`config.mk`:
```
export PLATFORM = sky130hd
export DESIGN_NAME = ps2_letter_decoder_flat
export DESIGN_NICKNAME = d
export VERILOG_FILES = /design/src/rtl/ps2_letter_decoder_pkg.sv /design/src/rtl/ps2_letter_decoder_if.sv /design/src/rtl/ps2_letter_decoder_scan_to_letter.sv /design/src/rtl/ps2_letter_decoder.sv /design/src/flat_wrapper.sv
export SDC_FILE = /design/constraint.sdc
export NUM_CORES = 1
export LEC_CHECK = 0
export ABC_CLOCK_PERIOD_IN_PS = 2750
export CORE_AREA = 2 2 65 91
export CTS_BUF_LIST = sky130_fd_sc_hd__clkbuf_4 sky130_fd_sc_hd__clkbuf_8
export CTS_CLUSTER_DIAMETER = 100
export DETAILED_ROUTE_END_ITERATION = 10
export DIE_AREA = 0 0 67 93
export GPL_ROUTABILITY_DRIVEN = 0
export PLACE_DENSITY_LB_ADDON = 0.3
export SETUP_SLACK_MARGIN = 0.02
export SLEW_MARGIN = 20
export SYNTH_ARGS = -nofsm -noshare
export SYNTH_HDL_FRONTEND = slang
export SYNTH_SLANG_ARGS = --single-unit
```
`constraint.sdc`:
```
create_clock -name clock -period 2.75 [get_ports clock]
set_input_delay 0.55 -clock clock [delete_from_list [all_inputs] [get_ports clock]]
set_output_delay 0.55 -clock clock [all_outputs]
set_load 0.01 [all_outputs]
```
`src/rtl/ps2_letter_decoder_pkg.sv`:
```
`default_nettype none
// +----------------------------------------------------------------------------+
// | Module   : enigma_pkg                                                       |
// | Brief    : Shared constants, types and FSM encoding for the PS/2 letter    |
// |            decoder and the rotor path.                                      |
// | Revision : 1.0                                                              |
// +----------------------------------------------------------------------------+
package enigma_pkg;

    localparam int NUM_LETTERS = 26;
    localparam int IDX_W       = 5;

    typedef logic [IDX_W-1:0]       letter_idx_t;
    typedef logic [NUM_LETTERS-1:0] letter_onehot_t;

    localparam logic [7:0] PS2_BREAK  = 8'hF0;
    localparam logic [7:0] PS2_EXT    = 8'hE0;
    localparam logic [7:0] PS2_PAUSE  = 8'hE1;
    localparam logic [7:0] PS2_BAT_OK = 8'hAA;
    localparam logic [7:0] PS2_ACK    = 8'hFA;
    localparam logic [7:0] PS2_RESEND = 8'hFE;
    localparam logic [7:0] PS2_ERR_LO = 8'h00;
    localparam logic [7:0] PS2_ERR_HI = 8'hFF;

    typedef enum logic [1:0] {
        IDLE    = 2'd0,
        BRK     = 2'd1,
        EXT     = 2'd2,
        EXT_BRK = 2'd3
    } ps2_state_t;

    function automatic letter_onehot_t idx_to_onehot(input letter_idx_t idx);
        letter_onehot_t w_one;
        w_one = {{(NUM_LETTERS-1){1'b0}}, 1'b1};
        return w_one << idx;
    endfunction

endpackage
`default_nettype wire

```
`src/rtl/ps2_letter_decoder_if.sv`:
```
`default_nettype none
// +----------------------------------------------------------------------------+
// | Module   : ps2_letter_decoder_if                                            |
// | Brief    : Scan-byte input and letter-event valid/ready output bundle.      |
// | Revision : 1.0                                                              |
// +----------------------------------------------------------------------------+
interface ps2_letter_decoder_if;

    logic                       scan_valid;
    logic [7:0]                 scan_code;
    logic                       letter_ready;
    logic                       letter_valid;
    enigma_pkg::letter_idx_t    letter_idx;
    enigma_pkg::letter_onehot_t letter_onehot;
    logic                       key_held;
    logic                       overflow;

    // master drives scan bytes and accepts letters; slave is the decoder
    modport master (
        output scan_valid, scan_code, letter_ready,
        input  letter_valid, letter_idx, letter_onehot, key_held, overflow
    );

    modport slave (
        input  scan_valid, scan_code, letter_ready,
        output letter_valid, letter_idx, letter_onehot, key_held, overflow
    );

endinterface
`default_nettype wire

```
`src/rtl/ps2_letter_decoder_scan_to_letter.sv`:
```
`default_nettype none
// +----------------------------------------------------------------------------+
// | Module   : scan_to_letter                                                   |
// | Brief    : Combinational PS/2 set-2 scan code to letter index lookup.       |
// | Revision : 1.0                                                              |
// +----------------------------------------------------------------------------+
module scan_to_letter
    import enigma_pkg::*;
(
    input  wire logic [7:0]  i_scan_code,
    output logic             o_is_letter,
    output letter_idx_t      o_idx
);

    always_comb begin
        o_is_letter = 1'b1;
        o_idx       = '0;
        case (i_scan_code)
            8'h1C: o_idx = 5'd0;
            8'h32: o_idx = 5'd1;
            8'h21: o_idx = 5'd2;
            8'h23: o_idx = 5'd3;
            8'h24: o_idx = 5'd4;
            8'h2B: o_idx = 5'd5;
            8'h34: o_idx = 5'd6;
            8'h33: o_idx = 5'd7;
            8'h43: o_idx = 5'd8;
            8'h3B: o_idx = 5'd9;
            8'h42: o_idx = 5'd10;
            8'h4B: o_idx = 5'd11;
            8'h3A: o_idx = 5'd12;
            8'h31: o_idx = 5'd13;
            8'h44: o_idx = 5'd14;
            8'h4D: o_idx = 5'd15;
            8'h15: o_idx = 5'd16;
            8'h2D: o_idx = 5'd17;
            8'h1B: o_idx = 5'd18;
            8'h2C: o_idx = 5'd19;
            8'h3C: o_idx = 5'd20;
            8'h2A: o_idx = 5'd21;
            8'h1D: o_idx = 5'd22;
            8'h22: o_idx = 5'd23;
            8'h35: o_idx = 5'd24;
            8'h1A: o_idx = 5'd25;
            default: o_is_letter = 1'b0;
        endcase
    end

endmodule
`default_nettype wire

```
`src/rtl/ps2_letter_decoder.sv`:
```
`default_nettype none
// +----------------------------------------------------------------------------+
// | Module   : ps2_letter_decoder                                               |
// | Brief    : Tracks PS/2 make/break/extended prefixes and emits one letter    |
// |            event per A-Z press over a valid/ready handshake.                |
// |            Define PS2_LETTER_TYPEMATIC_EN to emit events on key repeats.    |
// | Revision : 1.0                                                              |
// +----------------------------------------------------------------------------+
module ps2_letter_decoder
    import enigma_pkg::*;
(
    input  wire logic          clock,
    input  wire logic          reset,
    ps2_letter_decoder_if.slave bus
);

    ps2_state_t     r_state;
    letter_idx_t    r_held_idx;
    logic           r_key_held;
    logic           r_letter_valid;
    letter_idx_t    r_letter_idx;
    letter_onehot_t r_letter_onehot;
    logic           r_overflow;

    logic        w_is_letter;
    letter_idx_t w_idx;
    logic        w_accept;
    logic        w_make;
    logic        w_press;
    logic        w_can_load;

    scan_to_letter u_scan_to_letter (
        .i_scan_code (bus.scan_code),
        .o_is_letter (w_is_letter),
        .o_idx       (w_idx)
    );

    assign w_accept   = r_letter_valid & bus.letter_ready;
    assign w_make     = bus.scan_valid && (r_state == IDLE) && w_is_letter;
    assign w_can_load = !r_letter_valid || w_accept;

`ifdef PS2_LETTER_TYPEMATIC_EN
    assign w_press = w_make;
`else
    logic w_repeat;
    // a make for the letter already down is the keyboard's autorepeat
    assign w_repeat = r_key_held && (r_held_idx == w_idx);
    assign w_press  = w_make && !w_repeat;
`endif

    always_ff @(posedge clock) begin
        if (reset) begin
            r_state         <= IDLE;
            r_held_idx      <= '0;
            r_key_held      <= 1'b0;
            r_letter_valid  <= 1'b0;
            r_letter_idx    <= '0;
            r_letter_onehot <= '0;
            r_overflow      <= 1'b0;
        end else begin
            r_overflow <= 1'b0;

            if (w_accept) begin
                r_letter_valid  <= 1'b0;
                r_letter_onehot <= '0;
            end

            if (w_press) begin
                r_held_idx <= w_idx;
                r_key_held <= 1'b1;
                if (w_can_load) begin
                    r_letter_valid  <= 1'b1;
                    r_letter_idx    <= w_idx;
                    r_letter_onehot <= idx_to_onehot(w_idx);
                end else begin
                    r_overflow <= 1'b1;
                end
            end

            if (bus.scan_valid) begin
                case (r_state)
                    IDLE: begin
                        case (bus.scan_code)
                            PS2_BREAK: r_state <= BRK;
                            PS2_EXT:   r_state <= EXT;
                            default:   r_state <= IDLE;
                        endcase
                    end
                    BRK: begin
                        r_state <= IDLE;
                        if (w_is_letter && r_key_held && (r_held_idx == w_idx))
                            r_key_held <= 1'b0;
                    end
                    EXT: begin
                        r_state <= (bus.scan_code == PS2_BREAK) ? EXT_BRK : IDLE;
                    end
                    EXT_BRK: r_state <= IDLE;
                    default: r_state <= IDLE;
                endcase
            end
        end
    end

    assign bus.letter_valid  = r_letter_valid;
    assign bus.letter_idx    = r_letter_idx;
    assign bus.letter_onehot = r_letter_onehot;
    assign bus.key_held      = r_key_held;
    assign bus.overflow      = r_overflow;

endmodule
`default_nettype wire

```
`src/flat_wrapper.sv`:
```
// flat-port wrapper written by rule: the top's interface ports become plain ports
module ps2_letter_decoder_flat import enigma_pkg::*;
  (clock, reset, bus_scan_valid, bus_scan_code, bus_letter_ready, bus_letter_valid, bus_letter_idx, bus_letter_onehot, bus_key_held, bus_overflow);
  ps2_letter_decoder_if bus_i ();
  input  wire logic clock;
  input  wire logic reset;
  input wire logic [$bits(bus_i.scan_valid)-1:0] bus_scan_valid;
  input wire logic [$bits(bus_i.scan_code)-1:0] bus_scan_code;
  input wire logic [$bits(bus_i.letter_ready)-1:0] bus_letter_ready;
  output wire logic [$bits(bus_i.letter_valid)-1:0] bus_letter_valid;
  output wire logic [$bits(bus_i.letter_idx)-1:0] bus_letter_idx;
  output wire logic [$bits(bus_i.letter_onehot)-1:0] bus_letter_onehot;
  output wire logic [$bits(bus_i.key_held)-1:0] bus_key_held;
  output wire logic [$bits(bus_i.overflow)-1:0] bus_overflow;
  assign bus_i.scan_valid = bus_scan_valid;
  assign bus_i.scan_code = bus_scan_code;
  assign bus_i.letter_ready = bus_letter_ready;
  assign bus_letter_valid = bus_i.letter_valid;
  assign bus_letter_idx = bus_i.letter_idx;
  assign bus_letter_onehot = bus_i.letter_onehot;
  assign bus_key_held = bus_i.key_held;
  assign bus_overflow = bus_i.overflow;
  ps2_letter_decoder u_core (.clock(clock), .reset(reset), .bus(bus_i));
endmodule
```
==> results of run 1 <==
placed cells by master (no fill, tap or decap), types with 2 or more instances in the layout:
| cell type | instances |
|---|---|
| nor4b_2 | 2 |
| nand2b_1 | 5 |
| nor2b_1 | 7 |
| or3b_2 | 3 |
| o211ai_1 | 2 |
| nand3b_1 | 4 |
| and4b_2 | 2 |
| dfxtp_1 | 41 |
| o21a_1 | 4 |
| nand4_1 | 4 |
| mux2i_1 | 26 |
| a22o_1 | 2 |
| a211o_1 | 2 |
| a211oi_2 | 5 |
| nor3b_1 | 3 |
| inv_1 | 6 |
| a211oi_1 | 7 |
| o21ai_0 | 6 |
| nand2_1 | 58 |
| o2111ai_1 | 2 |
| nand3_1 | 5 |
| clkdlybuf4s50_1 | 37 |
| buf_6 | 4 |
| clkbuf_8 | 6 |
| a21oi_1 | 10 |
| nor3_1 | 11 |
| or2_2 | 3 |
| or4b_4 | 3 |
| nor2_1 | 27 |
| mux2_2 | 2 |
| buf_4 | 71 |
| clkbuf_2 | 7 |
| or3b_1 | 3 |
cell usage after synthesis (2+ instances only):
| cell | instances |
|---|---|
| nor4b_1 | 2 |
| o211ai_1 | 2 |
| or4b_1 | 2 |
| nor3_1 | 12 |
| and4b_1 | 2 |
| a21o_1 | 2 |
| or3b_2 | 3 |
| dfxtp_1 | 41 |
| mux2i_1 | 27 |
| inv_1 | 6 |
| buf_2 | 9 |
| buf_8 | 2 |
| buf_4 | 2 |
| a22o_1 | 2 |
| mux2_2 | 2 |
| a211oi_2 | 2 |
| nor2_1 | 27 |
| or3b_1 | 3 |
| a211oi_1 | 10 |
| o21ai_0 | 6 |
| o21ai_1 | 2 |
| nand2_1 | 58 |
| a21oi_1 | 12 |
| nand4_1 | 4 |
| xor2_1 | 2 |
| nand2b_1 | 6 |
| clkbuf_1 | 7 |
| nand3b_1 | 4 |
| nor3b_1 | 3 |
| nand3_1 | 5 |
| o2111ai_1 | 2 |
| a211o_1 | 2 |
| o21a_1 | 4 |
| a22oi_1 | 2 |
| nor2b_1 | 7 |
| buf_6 | 2 |
| or2_2 | 3 |
flip-flops by register name (all words and copies together) (netlist names):
| register | flops |
|---|---|
| u_core.bus.letter_valid | 1 |
| u_core.bus.overflow | 1 |
| u_core.bus.key_held | 1 |
| u_core.r_state | 2 |
| u_core.r_held_idx | 5 |
| u_core.bus.letter_onehot | 26 |
| u_core.bus.letter_idx | 5 |
timing repair:
action                                  in CTS  in global routing
pin swaps                                    5                  8
setup buffers                                4                  3
cloned                                       2                  1
endpoints found under the setup margin      37                 34
resized for setup                           23                 28
per-stage QoR:
step	TNS (ns)	util	power, mW	instance area (µm²)	setup slack, ns
2_1_floorplan	0	-	0.756	2570	0.0566
3_3_place_gp	-16.82	0.642	0.857	3490	-0.485
3_5_place_dp	-18.04	0.642	0.861	3490	-0.521
4_1_cts	0	0.685	1.37	3730	0.0242
5_1_grt	-0.0271	0.697	1.43	3790	-0.0271
6_report	0	0.697	1.38	3790	0.0786
area by class of cell:
cell class              instances  area [µm²]
multi-input cells             244        1690
fillers                       448        1650
repair buffers                123        1060
flip-flops and latches         41         821
well taps                      68        85.1
clock buffers                   6        82.6
clock inverters                 2        37.5
inverters                       6        22.5
worst paths after layout:
kind,start,end,depth (start not counted)
hold reg to reg,u_core.bus.letter_onehot[8]$_SDFF_PP0_,u_core.bus.letter_onehot[8]$_SDFF_PP0_,2
hold / removal,u_core.bus.letter_onehot[8]$_SDFF_PP0_,u_core.bus.letter_onehot[8]$_SDFF_PP0_,2
setup / recovery,bus_scan_code[1],u_core.bus.letter_onehot[21]$_SDFF_PP0_,12
setup reg to reg,u_core.r_held_idx[3]$_SDFFE_PP0N_,u_core.bus.letter_onehot[21]$_SDFF_PP0_,8
critical path, cell delays in order:
cell and delay (ns):
clkbuf_2 0.13, buf_6 0.15, or3b_1 0.39, a211oi_2 0.30
buf_4 0.16, o21a_1 0.12, a211o_1 0.13, o2111a_2 0.27
a21o_4 0.17, buf_6 0.13, buf_12 0.13, mux2i_1 0.23
layer usage:
metal,vias up,track usage
met2,74,0.451
met5,-,0
met4,0,0.104
met1,1282,0.279
met3,24,0.0349
li1,1334,-
cell families (layout without fill, tap and decap cells):
logic type,count (synthesis),count (layout),synth area share
xor+xnor,3,3,0.0102
simple gates,151,151,0.312
flops,41,41,0.320
buf+inv,28,137,0.0629
mux,29,29,0.114
compound gates,61,61,0.181
power by group:
| part | leakage [nW] | internal, mW | switching (mW) |
|---|---|---|---|
| registers | 0.331 | 0.600 | 0.00532 |
| logic | 1.19 | 0.132 | 0.139 |
| clock network | 0.0574 | 0.295 | 0.212 |
==> impl_metrics.json, run 1 <==
{
  "grt_max_degree": 27,
  "grt_pass1_wl_mm": 12.2,
  "hold_buffers": 0,
  "worst_slew_pin_slew_ns": 0.446,
  "peakVddDrop_v": 0.000201,
  "ant_nets": 0,
  "cp_max_fo": 8,
  "dpl.cell_count": 472,
  "portBuffers": 45,
  "p_leak_nw": 1.58,
  "drc": 0,
  "drive_gt1_frac": 0.313,
  "fin_skew_ns": 0.00340,
  "ys_seq_area_frac": 0.320,
  "clk_pin_slew_worst_paths_ns": 0.08,
  "synth.distinct_cells": 61,
  "synth_edf_count": 0,
  "avgSynthCellArea_um2": 8.20,
  "grt_overflow": 0,
  "rows": 32,
  "final.min_clock_period_ns": 2.67,
  "status": "finished, final reports clean",
  "hold_class": "reg2reg",
  "viasPerCell": 5.54,
  "io_pins": 46,
  "antenna_found_initial": 0,
  "dr.first_iter.drc_count": 124,
  "yosysWarnings": 0,
  "synthFlopType": "dfxtp_1",
  "die-height_um": 93,
  "drt_wl_total_mm": 7.54,
  "grt_pass1_vias": 2718,
  "antenna_cells": 0,
  "final_hold_viol_count": 0,
  "avgRoutedWirePerCell_um": 15.4,
  "synth_top_cell_by_area": "dfxtp_1",
  "pwr_density_cell_mw_per_mm2": 364,
  "dr_wl_met3_um": 247,
  "drv_slew": 0,
  "clock.fmax_ghz": 0.374,
  "place_hpwl_mm": 5.38,
  "h-tree-depth": 2,
  "cts_buffers": 5,
  "met1_length_mm": 2.96,
  "dr_wl_met2_mm": 4.10,
  "syn_area_mm2": 0.00257,
  "ys_top_cells_by_area": "dfxtp_1 (32%), mux2i_1 (11%), nand2_1 (8.5%)",
  "postSynthCellCount": 313,
  "whs_ns": 0.459,
  "track_usage": 0.248,
  "synthToLayoutAreaGrowth_pct": 47.9,
  "fp.dieW_um": 67,
  "top_layer": "met4",
  "fp.coreArea_mm2": 0.00545,
  "async_reset_ff_frac": 0,
  "die_area_mm2": 0.00623,
  "worst_ep_required_time_ns": 2.96,
  "cp-end-kind": "register",
  "reg2reg_slack_ns": 0.82,
  "max_slew_margin": 0.700,
  "cts-root-buf": "clkbuf_8",
  "start_kind": "input port",
  "instances_no_fill": 490,
  "ys_seq_elements": 41,
  "clock_latency_ns": 0.29,
  "start_util": 0.471,
  "cap_violations": 0,
  "clockBufferDepth": 2,
  "fin_crit_sh": 0.971,
  "cts_sinks": 41,
  "path_class": "in2reg",
  "drtPass1Iterations": 4,
  "syn-num-nets": 325,
  "setup_viol_count_final": 0,
  "cp.arrival_ns": 2.88,
  "synth_top_area_frac": 0.320,
  "tritoncts": "yes",
  "vias": 2714,
  "nNetsFinal": 433
}
(Power assumes the default switching activity.)
==> inputs of run 2 (changes only) <==
--- a/config.mk
+++ b/config.mk
@@ -5,14 +5,15 @@
 export SDC_FILE = /design/constraint.sdc
 export NUM_CORES = 1
 export LEC_CHECK = 0
-export ABC_CLOCK_PERIOD_IN_PS = 2750
-export CORE_AREA = 2 2 65 91
+export ABC_CLOCK_PERIOD_IN_PS = 2700
+export CAP_MARGIN = 20
+export CORE_AREA = 2 2 61 86
 export CTS_BUF_LIST = sky130_fd_sc_hd__clkbuf_4 sky130_fd_sc_hd__clkbuf_8
 export CTS_CLUSTER_DIAMETER = 100
 export DETAILED_ROUTE_END_ITERATION = 10
-export DIE_AREA = 0 0 67 93
+export DIE_AREA = 0 0 63 88
 export GPL_ROUTABILITY_DRIVEN = 0
-export PLACE_DENSITY_LB_ADDON = 0.3
+export PLACE_DENSITY = 0.81
 export SETUP_SLACK_MARGIN = 0.02
 export SLEW_MARGIN = 20
 export SYNTH_ARGS = -nofsm -noshare
==> constraint.sdc (replaced) <==
create_clock -name clock -period 2.7 [get_ports clock]
set_input_delay 0.54 -clock clock [delete_from_list [all_inputs] [get_ports clock]]
set_output_delay 0.54 -clock clock [all_outputs]
set_load 0.01 [all_outputs]
==> impl_metrics.json, run 2 (same netlist as run 1, synthesis figures left out) <==
{
  "combPwrFrac": 0.204,
  "swShare": 0.265,
  "synthToLayoutAreaGrowth_pct": 53.5,
  "drv_slew": 0,
  "slowest_stage": "a21oi_1",
  "dpl_cell_area_mm2": 0.00347,
  "instances_no_fill": 491,
  "grt_pass1_vias": 2844,
  "clkPwrFrac": 0.395,
  "worst_ep_required_time_ns": 2.89,
  "io_pins": 46,
  "timing.critical_path.mode_cell": "buf_4",
  "cts_sinks": 41,
  "violations": "negative setup slack",
  "fin_skew_ns": 0.00894,
  "nNetsFinal": 438,
  "cp.arrival_ns": 2.97,
  "crit_chain": "clkbuf_2 > buf_6 > o31ai_1 > o2111ai_1 > a21oi_1 > nor4b_2 > o21a_2 > buf_4 > buf_4 > a21oi_4 > mux2_4",
  "grt_max_degree": 27,
  "rows": 30,
  "cp_top_family": "compound AO/OA/AOI/OAI gates",
  "hold_class": "reg2reg",
  "final.min_clock_period_ns": 2.79,
  "vias": 3102,
  "intPower_mw": 1.13,
  "max_slew_margin": 0.631,
  "clock.fmax_ghz": 0.359,
  "tritoncts": "yes",
  "cap_violations": 0,
  "fp.dieW_um": 63,
  "largest_reg_flops": 26,
  "setup_viol_count_final": 4,
  "ant_nets": 0,
  "cp_max_fo": 10,
  "portBuffers": 45,
  "setup_slack_ns": -0.0874,
  "place_hpwl_mm": 5.37,
  "clk_pin_slew_worst_paths_ns": 0.08,
  "final_cell_mix": "buf_4 (73), nand2_1 (57), dfxtp_1 (41)",
  "start_kind": "input port",
  "grt_overflow": 0,
  "viasPerCell": 6.32,
  "antenna_found_initial": 0,
  "fillers": 266,
  "p_leak_nw": 1.65,
  "path_class": "in2reg",
  "cts-root-buf": "clkbuf_8",
  "worst_slew_pin_slew_ns": 0.552,
  "p_switching_mw": 0.408,
  "pre_cts_slack_ns": -0.645,
  "pwr_density_cell_mw_per_mm2": 391,
  "drive_gt1_frac": 0.333,
  "clock_latency_ns": 0.30,
  "drt_wl_total_mm": 10.1,
  "peakVddDrop_v": 0.000477,
  "antenna_cells": 0,
  "dr.first_iter.drc_count": 357,
  "die-height_um": 88,
  "cts_buffers": 5,
  "cp-end-kind": "register",
  "grt_pass1_wl_mm": 13.7,
  "track_usage": 0.318,
  "drc": 0,
  "die_area_mm2": 0.00554,
  "start_util": 0.538,
  "final_hold_viol_count": 0,
  "clockBufferDepth": 2,
  "drtPass1Iterations": 6,
  "h-tree-depth": 2,
  "status": "finished, violations left",
  "max_stage_delay_ns": 0.45,
  "final_common_cell": "buf_4",
  "avgRoutedWirePerCell_um": 20.5,
  "dpl.cell_count": 463,
  "fin_crit_sh": 1.03,
  "pwr-share-seq": 0.401,
  "design_area_mm2": 0.00394,
  "fp.coreArea_mm2": 0.00477,
  "path_buf_inv": 4,
  "rsz0062_at_grt": "true"
}
-- run 2: cell count changes in the layout (fill, tap and decap cells not counted), sizes merged --
cell,before,now
buf,78,87
clkbuf,14,9
bufinv,1,2
clkinvlp,1,0
inv,6,7
-- run 2: layout make-up --
type | instances | area (µm²) | area share
Clock buffer | 5 | 68.8 | 0.0175
Clock inverter | 3 | 68.8 | 0.0175
Inverter | 6 | 22.5 | 0.00572
Multi-Input combinational cell | 244 | 1740 | 0.440
Sequential cell | 41 | 821 | 0.208
Tap cell | 64 | 80.1 | 0.0203
Timing Repair Buffer | 128 | 1140 | 0.290
-- run 2: power by group through the flow --
stage | registers (mW) | clock network, mW | logic, mW
after floorplan | 0.632 | 0 | 0.139
after global placement | 0.630 | 0 | 0.241
after detailed placement | 0.631 | 0 | 0.245
after CTS | 0.617 | 0.606 | 0.278
after global routing | 0.618 | 0.637 | 0.327
final | 0.617 | 0.608 | 0.314
-- run 2: worst paths after layout --
check | start | end | slack, ns | cells after the start
setup / recovery | bus_scan_code[0] | u_core.bus.letter_idx[3]$_SDFFE_PP0P_ | -0.09 | 11
hold / removal | u_core.bus.letter_onehot[8]$_SDFF_PP0_ | u_core.bus.letter_onehot[8]$_SDFF_PP0_ | 0.46 | 2
setup reg to reg | u_core.r_held_idx[3]$_SDFFE_PP0N_ | u_core.bus.letter_onehot[24]$_SDFF_PP0_ | 0.72 | 8
hold reg to reg | u_core.bus.letter_onehot[8]$_SDFF_PP0_ | u_core.bus.letter_onehot[8]$_SDFF_PP0_ | 0.46 | 2
-- run 2: worst register-to-register path: cells and delay by family, from the launching register on --
family	cells	cell delay (ns)
DFF	1	0.41
buffers and inverters	2	0.27
and+or+nand+nor	1	0.26
muxes	1	0.21
AOI/OAI and AO/OA	4	0.76
-- run 2: layer usage --
metal,vias to the layer above,wire length (µm),GRT usage
li1,1344,-,-
met1,1414,3380,0.329
met2,265,5300,0.599
met3,79,791,0.0411
met4,0,586,0.208
met5,-,0,0
-- run 2: metrics by stage --
| stage | utilization | power [mW] | hold WS [ns] | TNS (ns) |
|---|---|---|---|---|
| 2_1_floorplan | - | 0.770 | 0.448 | 0 |
| 3_3_place_gp | 0.728 | 0.871 | 0.445 | -18.60 |
| 3_5_place_dp | 0.728 | 0.876 | 0.451 | -21.06 |
| 4_1_cts | 0.805 | 1.50 | 0.463 | 0 |
| 5_1_grt | 0.827 | 1.58 | 0.482 | -0.749 |
| 6_report | 0.827 | 1.54 | 0.459 | -0.185 |
-- run 2: timing repair --
action | CTS | global route
gates resized for setup | 38 | 37
endpoints found under the setup margin | 39 | 36
hold buffers | 0 | 0
pin swaps | 8 | 16
cloned | 3 | 0
buffers inserted | 8 | 10
==> inputs of run 3 (changes only) <==
--- a/config.mk
+++ b/config.mk
@@ -5,7 +5,7 @@
 export SDC_FILE = /design/constraint.sdc
 export NUM_CORES = 1
 export LEC_CHECK = 0
-export ABC_CLOCK_PERIOD_IN_PS = 2700
+export ABC_AREA = 0
 export CAP_MARGIN = 20
 export CORE_AREA = 2 2 61 86
 export CTS_BUF_LIST = sky130_fd_sc_hd__clkbuf_4 sky130_fd_sc_hd__clkbuf_8
==> results of run 3 <==
Same layout as run 2: the final DEF is identical, and so are final timing and power.
